==> src/rtl/rr_mux_arbiter.sv <==
// ---------------------------------------------------------------------------
// rr_mux_arbiter
//   Round-robin arbiter that shares one 8-to-1, DW-bit selection mux among
//   8 requesters. A winner is held for a burst of up to MAX_BURST beats
//   (valid/ready toward one consumer) and is then rotated out.
//
// Ports:
//   clk        in   system clock, rising edge
//   rst_n      in   asynchronous active-low reset
//   req        in   [7:0]      per-requester request
//   d_in       in   [8*DW-1:0] flattened requester data, slice i = [i*DW +: DW]
//   out_ready  in   downstream accepts a beat this cycle
//   gnt        out  [7:0]      one-hot grant, zero when idle (registered)
//   sel        out  [2:0]      mux select of the granted requester (registered)
//   out_data   out  [DW-1:0]   d_in slice selected by sel
//   out_valid  out  beat offered (GRANT and req[sel])
//   busy       out  state == GRANT
//
// Optional build macro ARB_STATS_EN adds:
//   stats_clr   in   synchronous clear of grant_count (wins over increment)
//   grant_count out  [15:0] saturating count of new grants
// ---------------------------------------------------------------------------
module rr_mux_arbiter #(
    parameter int DW        = 4,
    parameter int MAX_BURST = 4
) (
    input  logic            clk,
    input  logic            rst_n,
    input  logic [7:0]      req,
    input  logic [8*DW-1:0] d_in,
    input  logic            out_ready,
`ifdef ARB_STATS_EN
    input  logic            stats_clr,
    output logic [15:0]     grant_count,
`endif
    output logic [7:0]      gnt,
    output logic [2:0]      sel,
    output logic [DW-1:0]   out_data,
    output logic            out_valid,
    output logic            busy
);

    typedef enum logic {IDLE, GRANT} state_t;

    state_t     state;
    logic [2:0] ptr;
    logic [3:0] beat_cnt;

    logic       xfer;
    logic       release_now;
    logic [7:0] arb_req;
    logic [2:0] arb_ptr;
    logic [2:0] winner;
    logic       new_grant;

    // First set bit of r scanning p, p+1, ... mod 8.
    function automatic logic [2:0] pick(input logic [7:0] r, input logic [2:0] p);
        logic [2:0] idx;
        pick = p;
        // Walk from the farthest offset down so the nearest set bit wins last.
        for (int i = 7; i >= 0; i--) begin
            idx = p + 3'(i);
            if (r[idx]) pick = idx;
        end
    endfunction

    assign busy      = (state == GRANT);
    assign out_valid = busy && req[sel];
    assign out_data  = d_in[sel*DW +: DW];

    always_comb begin
        // NOTE: every combinational output gets a default first so no path
        // leaves it unassigned and no latch is inferred.
        xfer        = out_valid && out_ready;
        release_now = 1'b0;
        arb_req     = req;
        arb_ptr     = ptr;
        if (busy) begin
            release_now = !req[sel] || (xfer && beat_cnt == 4'(MAX_BURST - 1));
            // On a release the outgoing requester is masked for this one
            // decision and the scan starts just past it.
            arb_req     = req & ~(8'b1 << sel);
            arb_ptr     = sel + 3'd1;
        end
        winner    = pick(arb_req, arb_ptr);
        new_grant = (busy ? release_now : 1'b1) && (arb_req != 8'b0);
    end

    // NOTE: sequential state uses non-blocking assignments so every register
    // samples pre-edge values, independent of statement order.
    always_ff @(posedge clk or negedge rst_n) begin
        if (!rst_n) begin
            state    <= IDLE;
            gnt      <= 8'b0;
            sel      <= 3'd0;
            ptr      <= 3'd0;
            beat_cnt <= 4'd0;
        end else begin
            case (state)
                IDLE: begin
                    if (new_grant) begin
                        state    <= GRANT;
                        sel      <= winner;
                        gnt      <= 8'b1 << winner;
                        beat_cnt <= 4'd0;
                    end
                end
                GRANT: begin
                    if (release_now) begin
                        ptr      <= sel + 3'd1;
                        beat_cnt <= 4'd0;
                        if (new_grant) begin
                            sel <= winner;
                            gnt <= 8'b1 << winner;
                        end else begin
                            state <= IDLE;
                            gnt   <= 8'b0;
                        end
                    end else if (xfer) begin
                        beat_cnt <= beat_cnt + 4'd1;
                    end
                end
                default: begin
                    state <= IDLE;
                    gnt   <= 8'b0;
                end
            endcase
        end
    end

`ifdef ARB_STATS_EN
    always_ff @(posedge clk or negedge rst_n) begin
        if (!rst_n) begin
            grant_count <= 16'd0;
        end else if (stats_clr) begin
            grant_count <= 16'd0;
        end else if (new_grant && grant_count != 16'hFFFF) begin
            grant_count <= grant_count + 16'd1;
        end
    end
`endif

endmodule

==> config.mk <==
export PLATFORM = sky130hd
export DESIGN_NAME = rr_mux_arbiter
export DESIGN_NICKNAME = d
export VERILOG_FILES = /design/src/rtl/rr_mux_arbiter.sv
export SDC_FILE = /design/constraint.sdc
export NUM_CORES = 1
export LEC_CHECK = 0
export CAP_MARGIN = 25
export CORE_MARGIN = 1
export CORE_UTILIZATION = 53
export DETAILED_ROUTE_END_ITERATION = 10
export PLACE_DENSITY = 0.86
export REMOVE_ABC_BUFFERS = 1
export SYNTH_ARGS = -nofsm -noshare
export SYNTH_HDL_FRONTEND = slang
export SYNTH_SLANG_ARGS = --single-unit
==> constraint.sdc <==
create_clock -name clk -period 7 [get_ports clk]
set_clock_uncertainty 0.2 [all_clocks]
set_input_delay 1.75 -clock clk [delete_from_list [all_inputs] [get_ports clk]]
set_output_delay 1.75 -clock clk [all_outputs]
set_load 0.01 [all_outputs]
==> summary.txt <==
Worst hold path
  – Worst Hold Class: flip-flop to flip-flop
  – Hold Crit Start: gnt[0]
  – Hold path cells: 2
  – Hold path endpoint: gnt[0]

Final layout
  – Nets: 355
  – Layout cells sized above 1: 0.113
  – Area Overhead vs Synth: 28.9%
  – Antenna Cells: 0

Drt
  – DR top layer: met4
  – Metal3 WL: 325 um
  – First-pass detailed-route iteration total: 4
  – Total wire length: roughly 5.7 mm
  – ANT nets after route: 0
  – Wire length per cell: 16.3 um
  – DR iter-0 viols: 141
  – M1 WL: roughly 2.4 mm
  – Met2 Wirelength: 2.92 mm
  – Via-to-Cell Ratio: about 6.2
  – Number of remaining DRC errors: 0
  – Routed via count: 2197

Floorplanning
  – # rows: 23
  – Core area: 4060 um2
  – Die Wd: 67.3 um
  – Starting density of the core: 0.556
  – # IOs: 60
  – Die Area: 4520 um2
  – Die height: slightly below 70 um

Clock tree
  – CTS sink count: 19
  – Hold buffer count at CTS: 0
  – Inserted Clock Buffers: 3
  – Post-CTS Setup Inserts: 0
  – Clock root buffer: clkbuf_8
  – CTS max path bufs: 2
  – H-tree depth: 1
  – Worst-path clk slew: 0.07 ns
  – Post-CTS Resized: 0
  – CTS tree: built
  – Worst-Skew Late Latency: 0.26 ns

STA
  – Slew margin rel.: 0.407
  – Part of the cycle the worst path needs: 0.798
  – Hold Fails Final Rpt: 0
  – Post-Route Setup TNS: 0 ns
  – Unrepaired setup endpoints after global routing: false
  – Min Hold Slack: 0.303 ns
  – Final Critical Period: 5.58 ns
  – Final setup viols: 0
  – Slew @ Worst Pin: 0.889 ns
  – Achievable frequency: 179 MHz
  – Final slew viol count: 0

Setup path
  – Reg2reg end: gnt[2]
  – Critical path class: input pin to output port
  – Flop-to-flop setup slack: roughly 2.4 ns
  – Reg2reg path depth: 12
  – Req. time, crit path: 5.05 ns
  – Worst setup SP type: input pin
  – Crit end category: output port
  – Crit path max fanout: 4
  – Worst path arrival time: approximately 3.6 ns
  – Reg-to-Reg Start: sel[0]

Placed design
  – GPL Wtd Cong: roughly 0.89
  – DP HPWL: 4.53 mm
  – # port buffers: 59

Synth
  – Seq/Total Area, Yosys: 0.211
  – Ys flop type: dfrtp_1
  – Post-synth EDFFs: 0
  – Yosys warns: 0
  – Flops & latches, synth: 19
  – Gate Count Post-Synth: 250
  – Mapped Area: 2260 um2
  – Post-synthesis cell type count: 61
  – FFs w/ async S/R, synth: 1.00
  – Syn avg cell area: roughly 9.0 um2

Global routing
  – Global-route wire length before repair: 9.53 mm
  – Antenna violations before repair: 0
  – Vias in the first global route: 2139
  – GRT Util Overall: 0.277
  – Total global routing overflow: 0
  – Pin count of the biggest net entering global routing: 23

Flow run
  – Maxcap violations: 0

Status
  – Status: finished clean
==> routing by layer <==
| layer | up-vias | track usage |
|---|---|---|
| li1 | 1054 | - |
| met2 | 92 | 0.496 |
| met5 | - | 0 |
| met1 | 1043 | 0.344 |
| met4 | 0 | 0.0479 |
| met3 | 8 | 0.0557 |
==> sequential cells by signal (all words and copies together) (netlist names) <==
name	count
busy	1
beat_cnt	4
sel	3
gnt	8
ptr	3
==> worst max-delay path, stage by stage <==
cell and delay, ns:
clkdlybuf4s50_1 0.45, mux4_2 0.51, mux2i_1 0.19, nand2b_1 0.19, inv_1 0.06, clkdlybuf4s50_1 0.48
==> per-stage QoR <==
stage | utilization | instances | setup slack, ns | cell area [um2]
floorplan | - | 238 | 2.47 | 2200
global placement | 0.706 | 348 | 1.45 | 2860
detailed placement | 0.706 | 348 | 1.44 | 2860
CTS | 0.717 | 352 | 1.44 | 2910
global route | 0.717 | 352 | 1.38 | 2910
finish | 0.717 | 352 | 1.42 | 2910
==> synth_stat cells (all sizes together), types with 2 or more instances <==
master | instances | area, um2
and2 | 11 | 68.8
a221oi | 3 | 26.3
o31ai | 2 | 15.0
nor3b | 3 | 27.5
a21boi | 2 | 15.0
clkbuf | 3 | 11.3
inv | 10 | 40.0
nand2b | 6 | 37.5
a21oi | 7 | 35.0
a22o | 4 | 35.0
a311oi | 2 | 17.5
a211oi | 3 | 35.0
mux2i | 15 | 150
or2 | 3 | 18.8
mux2 | 3 | 37.5
o211ai | 4 | 30.0
a41oi | 2 | 17.5
o21ai | 18 | 93.8
nand3b | 4 | 30.0
nor3 | 3 | 15.0
xnor2 | 5 | 58.8
nand2 | 39 | 146
mux4 | 16 | 364
nand3 | 12 | 60.1
dfrtp | 19 | 475
nor2b | 2 | 20.0
buf | 9 | 43.8
ha | 9 | 113
nand4 | 3 | 18.8
nor2 | 10 | 53.8
==> layout by cell type (no fill, tap or decap), types with 3 or more instances in the layout <==
master,Yosys,layout
a21oi_1,7,7
a221oi_1,3,3
a22o_1,4,4
and2_1,10,10
clkbuf_8,0,3
clkdlybuf4s50_1,0,59
dfrtp_1,19,19
ha_1,9,9
inv_1,9,9
mux2i_1,15,15
mux4_2,15,15
nand2_1,39,39
nand2b_1,6,6
nand3_1,12,12
nand3b_1,4,4
nand4_1,3,3
nor2_1,9,9
nor3_1,3,3
o211ai_1,4,4
o21ai_0,12,12
o21ai_1,5,5
or2_2,3,3
xnor2_1,3,3
==> logic make-up after synthesis <==
kind of cell,Yosys count,synth area share
AOI/OAI and AO/OA,58,0.185
muxes,34,0.244
and+or+nand+nor,102,0.241
buffers and inverters,23,0.0438
DFF,19,0.211
adders and majority gates,9,0.0499
xor gates and xnor gates,5,0.0261
==> how the worst max path moves through the flow <==
stage | end | depth (start not counted) | slack (ns) | start
after floorplan | out_valid | 4 | 2.47 | req[3]
after global placement | out_valid | 6 | 1.45 | req[0]
after detailed placement | out_valid | 6 | 1.44 | req[1]
after CTS | out_valid | 6 | 1.44 | req[1]
after global routing | out_valid | 6 | 1.38 | req[1]
final | out_valid | 6 | 1.42 | req[1]
==> cell type report <==
class,count,area [um2]
timing repair buffer,60,598
tap,50,62.6
multi-input combinational,208,1680
fill,305,1150
inverter,11,43.8
clock inverter,1,5.00
sequential,19,475
clock buffer,3,41.3
Power is left out: the tool's default activity adds up to more than one toggle a clock period on the data nets, which glitch-free logic cannot reach.
